`config.mk`:
```
export PLATFORM = sky130hd
export DESIGN_NAME = fixed_point_unit_arbiter
export DESIGN_NICKNAME = d
export VERILOG_FILES = /design/src/rtl/fixed_point_unit_arbiter.sv
export SDC_FILE = /design/constraint.sdc
export NUM_CORES = 1
export LEC_CHECK = 0
export ABC_AREA = 1
export BUFFER_PORTS_ARGS = -buffer_cell sky130_fd_sc_hd__buf_4
export CAP_MARGIN = 40
export CORE_MARGIN = 8
export CORE_UTILIZATION = 45
export DETAILED_ROUTE_END_ITERATION = 8
export GPL_ROUTABILITY_DRIVEN = 1
export PLACE_DENSITY_LB_ADDON = 0.25
export SYNTH_ARGS = -nofsm -noshare
export SYNTH_HDL_FRONTEND = slang
export SYNTH_SLANG_ARGS = --single-unit
```
`constraint.sdc`:
```
create_clock -name clk -period 2.33 [get_ports clk]
set_input_delay 0.3495 -clock clk [delete_from_list [all_inputs] [get_ports clk]]
set_output_delay 0.3495 -clock clk [all_outputs]
set_load 0.01 [all_outputs]
```
`src/rtl/fixed_point_unit_arbiter.sv`:
```
// fixed_point_unit_arbiter: round-robin sharing of one Fixed_Point_Unit between two requesters.
// Optional macro FPU_TIMEOUT_EN adds a WAIT-cycle watchdog that aborts a stuck op with error=1.

module fixed_point_unit_arbiter #(
    parameter int WIDTH          = 32,
    parameter int FLUSH_CYCLES   = 1,
    parameter int TIMEOUT_CYCLES = 64
) (
    input  logic             clk,
    input  logic             reset,

    input  logic             req0_valid,
    input  logic [1:0]       req0_operation,
    input  logic [WIDTH-1:0] req0_operand_1,
    input  logic [WIDTH-1:0] req0_operand_2,
    output logic             req0_accept,
    output logic             req0_done,

    input  logic             req1_valid,
    input  logic [1:0]       req1_operation,
    input  logic [WIDTH-1:0] req1_operand_1,
    input  logic [WIDTH-1:0] req1_operand_2,
    output logic             req1_accept,
    output logic             req1_done,

    output logic [WIDTH-1:0] result,
    output logic             error,
    output logic             busy,

    output logic [1:0]       fpu_operation,
    output logic [WIDTH-1:0] fpu_operand_1,
    output logic [WIDTH-1:0] fpu_operand_2,
    input  logic [WIDTH-1:0] fpu_result,
    input  logic             fpu_ready,

    output logic [1:0]       dbg_state
);

    // Opcode encoding shared with the FPU's Defines.vh; ADD with zero operands is the idle/flush op.
    localparam logic [1:0] FPU_ADD = 2'b00;

    localparam int FCW = (FLUSH_CYCLES > 1) ? $clog2(FLUSH_CYCLES) : 1;
    localparam logic [FCW-1:0] FLUSH_LAST = FCW'(FLUSH_CYCLES - 1);

    typedef enum logic [1:0] {
        S_IDLE  = 2'd0,
        S_WAIT  = 2'd1,
        S_FLUSH = 2'd2
    } state_t;

    state_t           r_state;
    state_t           w_next;

    logic             r_rr;        // 1: requester 1 wins a tie
    logic             r_owner;
    logic [1:0]       r_op;
    logic [WIDTH-1:0] r_opnd_1;
    logic [WIDTH-1:0] r_opnd_2;
    logic [WIDTH-1:0] r_result;
    logic             r_done0;
    logic             r_done1;
    logic [FCW-1:0]   r_flush_cnt;

    logic             w_grant0;
    logic             w_grant1;
    logic             w_accept;
    logic             w_complete;
    logic             w_abort;
    logic             w_tmo_hit;

    // Handshake: reqN_valid with operands is held by the requester until reqN_accept=1 (comb.,
    // IDLE only); the op is captured at that same clock edge and the inputs are ignored afterwards.
    assign w_grant0 = reset && (r_state == S_IDLE) && req0_valid && (!req1_valid || !r_rr);
    assign w_grant1 = reset && (r_state == S_IDLE) && req1_valid && (!req0_valid ||  r_rr);
    assign w_accept = w_grant0 || w_grant1;

    // A ready in the last allowed WAIT cycle still counts as a normal completion.
    assign w_complete = (r_state == S_WAIT) && fpu_ready;
    assign w_abort    = (r_state == S_WAIT) && !fpu_ready && w_tmo_hit;

    always_ff @(posedge clk or negedge reset) begin
        if (!reset) begin
            r_state <= S_IDLE;
        end else begin
            r_state <= w_next;
        end
    end

    always_comb begin
        w_next        = r_state;
        req0_accept   = 1'b0;
        req1_accept   = 1'b0;
        busy          = 1'b0;
        fpu_operation = FPU_ADD;
        fpu_operand_1 = '0;
        fpu_operand_2 = '0;
        case (r_state)
            S_IDLE: begin
                req0_accept = w_grant0;
                req1_accept = w_grant1;
                if (w_accept) begin
                    w_next = S_WAIT;
                end
            end
            S_WAIT: begin
                busy          = 1'b1;
                fpu_operation = r_op;
                fpu_operand_1 = r_opnd_1;
                fpu_operand_2 = r_opnd_2;
                if (w_complete || w_abort) begin
                    w_next = S_FLUSH;
                end
            end
            S_FLUSH: begin
                busy = 1'b1;
                if (r_flush_cnt == FLUSH_LAST) begin
                    w_next = S_IDLE;
                end
            end
            default: begin
                w_next = S_IDLE;
            end
        endcase
    end

    always_ff @(posedge clk or negedge reset) begin
        if (!reset) begin
            r_rr        <= 1'b0;
            r_owner     <= 1'b0;
            r_op        <= FPU_ADD;
            r_opnd_1    <= '0;
            r_opnd_2    <= '0;
            r_result    <= '0;
            r_done0     <= 1'b0;
            r_done1     <= 1'b0;
            r_flush_cnt <= '0;
        end else begin
            r_done0 <= 1'b0;
            r_done1 <= 1'b0;

            if (w_accept) begin
                r_owner  <= w_grant1;
                r_rr     <= w_grant0;
                r_op     <= w_grant1 ? req1_operation : req0_operation;
                r_opnd_1 <= w_grant1 ? req1_operand_1 : req0_operand_1;
                r_opnd_2 <= w_grant1 ? req1_operand_2 : req0_operand_2;
            end

            if (w_complete || w_abort) begin
                r_result <= w_complete ? fpu_result : '0;
                r_done0  <= !r_owner;
                r_done1  <=  r_owner;
            end

            if (r_state == S_FLUSH) begin
                r_flush_cnt <= r_flush_cnt + 1'b1;
            end else begin
                r_flush_cnt <= '0;
            end
        end
    end

`ifdef FPU_TIMEOUT_EN
    localparam int TCW = ($clog2(TIMEOUT_CYCLES + 1) > 8) ? $clog2(TIMEOUT_CYCLES + 1) : 8;
    localparam logic [TCW-1:0] TMO_LAST = TCW'(TIMEOUT_CYCLES - 1);

    logic [TCW-1:0] r_tmo_cnt;
    logic           r_error;

    assign w_tmo_hit = (r_tmo_cnt == TMO_LAST);
    assign error     = r_error;

    always_ff @(posedge clk or negedge reset) begin
        if (!reset) begin
            r_tmo_cnt <= '0;
            r_error   <= 1'b0;
        end else begin
            if (w_accept) begin
                r_tmo_cnt <= '0;
            end else if (r_state == S_WAIT) begin
                r_tmo_cnt <= r_tmo_cnt + 1'b1;
            end

            if (w_abort) begin
                r_error <= 1'b1;
            end else if (w_complete) begin
                r_error <= 1'b0;
            end
        end
    end
`else
    logic w_unused_tmo;

    assign w_tmo_hit    = 1'b0;
    assign error        = 1'b0;
    assign w_unused_tmo = ^TIMEOUT_CYCLES;
`endif

    assign result    = r_result;
    assign req0_done = r_done0;
    assign req1_done = r_done1;
    assign dbg_state = r_state;

    // Structural invariants of the arbitration.
    a_done_excl: assert property (@(posedge clk) disable iff (!reset) !(r_done0 && r_done1));
    a_accept_excl: assert property (@(posedge clk) disable iff (!reset) !(req0_accept && req1_accept));

endmodule
```
==> results.cfg <==
[worst_setup_path]
required_ns = 1.98
r2r_end = r_opnd_2[21]$_DFFE_PN0P_
endpoint_kind = output pin
start_kind = flop
crit_fanout = 32
crit-reg2reg-launch = dbg_state[0]$_DFFE_PN0P_
r2r_setup_slack_ns = 0.34
critical_path_class = flop to output pin
r2r_cells = 7
arrival_ns = 1.77

[clock_tree]
htreeDepth = 3
cts_tree = done
clock_latency_ns = 0.35
post_cts_resized = 0
cts_buffers = 9
clock-sinks = 105
cts_buffer_depth = 2
cts.clk_slew.worst_paths_ns = 0.07
clockRootBuffer = clkbuf_16

[synth]
ys_ff_latch = 105
avgSynthCellArea_um2 = 7.17
netlist_instances = 822
synth_area_um2 = 5900
synth_top_area_cell = dfrtp_1
synth_cell_types = 17
synth_area_leaders = dfrtp_1 (45%), nand3_1 (17%), nand2_1 (13%), inv_1 (13%), mux2_2 (6.1%)
yosysSeqAreaShare_pct = 44.6
ys.warnings.count = 0
yosysTopAreaCellShare_pct = 44.6
syn_nets = 995

[timing]
max_freq_mhz = 472
tns_ns = 0
final-hold-violation-count = 0
slew_violations = 0
slew_headroom_pct = 46.6
min_period_ns = 2.12
rsz0062_at_grt = false
fin_skew_ns = 0.00981
whs_ns = 0.130
tightestPinTransition_ns = 0.801
fin_crit_sh_pct = 91.0
setup_violations = 0
setup_ws_ns = 0.209

[layout]
drive_gt1_share_pct = 32.1
fill_cells = 1203
final_common_cell = buf_4
final_cell_mix = buf_4 (285), nand2_1 (207), inv_1 (206), nand3_1 (200), dfrtp_1 (105)
layout-area-overhead-vs-synth_pct = 42.6
nNetsFinal = 1241
diodes = 0

[placement]
routabilityCongestion = 0.793
post-place-ws_ns = 0.334
dp_hpwl_um = 13700
io_buffers = 273

[outcome]
status = complete, no violations

[flow_run]
max-cap-violations = 0

[floorplan]
boundaryPins = 275
dieArea_um2 = 17000
die_w_um = 130
rows = 42
start_util_pct = 45.2
core_um2 = 13000
dieHeight_um = 130

[pwr]
power_mw = 8.91
power.density_nw_per_um2 = 1060
leakagePower_nw = 5.34
vdd_drop_max_mv = 0.535

[global_route]
grt_pass1_wl_um = 28900
grt_max_degree = 65
antenna_found_initial = 0
grt_usage_pct = 21.6
grt_pass1_vias = 5710
globalRouteOverflowTotal = 0

[detailed_routing]
drcViolationCount = 0
drtIter0Drc = 369
routed_wl_um = 18700
first_pass_iters = 5
ant_nets = 0
wire_per_inst_um = 14.9
vias = 5922
viasPerCell = 4.74

[worst_hold_path]
hp-class = input port to async pin
[cells by family (layout without fill, tap and decap cells)]
logic type / count (synthesis) / count (layout) / synth area share [%]
other cells: 1 / 1 / 0.0636
fa+ha+maj: 4 / 4 / 0.849
flops: 105 / 105 / 44.6
simple gates: 416 / 416 / 30.8
compound gates: 4 / 4 / 0.424
mux: 32 / 32 / 6.11
buf+inv: 260 / 511 / 17.2
[per-stage QoR]
| stage | instance area [µm²] | utilization (%) | cells |
|---|---|---|---|
| CTS | 8410 | 64.5 | 1249 |
| global route | 8410 | 64.5 | 1249 |
| floorplan | 5900 | - | 822 |
| detailed placement | 8110 | 62.3 | 1232 |
| finish | 8410 | 64.5 | 1249 |
| global placement | 8110 | 62.3 | 1232 |
[critical path, stage by stage, from the launching register on]
cell and delay (ns):
dfrtp_1 0.41, inv_1 0.11, ha_2 0.40, buf_12 0.23
nand2_1 0.07, inv_1 0.06, buf_4 0.12
[power by group]
group / internal, mW / switching [mW]
Sequential: 2.71 / 0.459
Combinational: 2.00 / 2.26
Clock: 0.749 / 0.736
[state kept, by name, indices dropped and copies added (netlist names), 2 cells and up]
signal and cells:
dbg_state 2, r_op 2, r_opnd_1 32, r_opnd_2 32, result 32
[metal layers]
metal / track usage [%] / vias up / wire (µm)
met5: 0 / - / 0
met3: 7.35 / 25 / 1880
met2: 36.1 / 219 / 9030
met4: 6.55 / 0 / 391
li1: - / 2957 / -
met1: 25.7 / 2721 / 7350
[what timing repair did]
action | in CTS | in global routing
setup buffers | 1 | 0
setup endpoints to repair | 1 | 0
hold buffers | 0 | 0
[cell usage after synthesis (all sizes together)]
cell and n:
a21oi 1, ha 4, conb 1, o21bai 1, clkbuf 19, o21ai 1, dfrtp 105, nand3 202
mux2 32, inv 206, nand2 210, buf 35, o21a 1, nor2 4
[how the worst max path moves through the flow]
stage | start | endpoint | slack, ns | depth (start not counted)
after floorplan | dbg_state[0]$_DFFE_PN0P_ | req1_accept | 0.53 | 8
after global placement | dbg_state[0]$_DFFE_PN0P_ | r_opnd_2[16]$_DFFE_PN0P_ | 0.41 | 7
after detailed placement | dbg_state[0]$_DFFE_PN0P_ | r_opnd_2[16]$_DFFE_PN0P_ | 0.33 | 7
after CTS | dbg_state[1]$_DFFE_PN0P_ | fpu_operand_2[20] | 0.18 | 6
after global routing | dbg_state[0]$_DFFE_PN0P_ | req1_accept | 0.08 | 7
final | dbg_state[1]$_DFFE_PN0P_ | fpu_operand_1[22] | 0.21 | 6
[final cells by class]
type | instances | area, µm² | share of cell area (%)
Tap cell | 176 | 220 | 2.62
Clock inverter | 7 | 62.6 | 0.744
Multi-Input combinational cell | 457 | 2280 | 27.1
Clock buffer | 9 | 225 | 2.68
Timing Repair Buffer | 289 | 2220 | 26.4
Sequential cell | 105 | 2630 | 31.2
Inverter | 206 | 773 | 9.20
No activity file was read; power rests on OpenSTA's default activity.
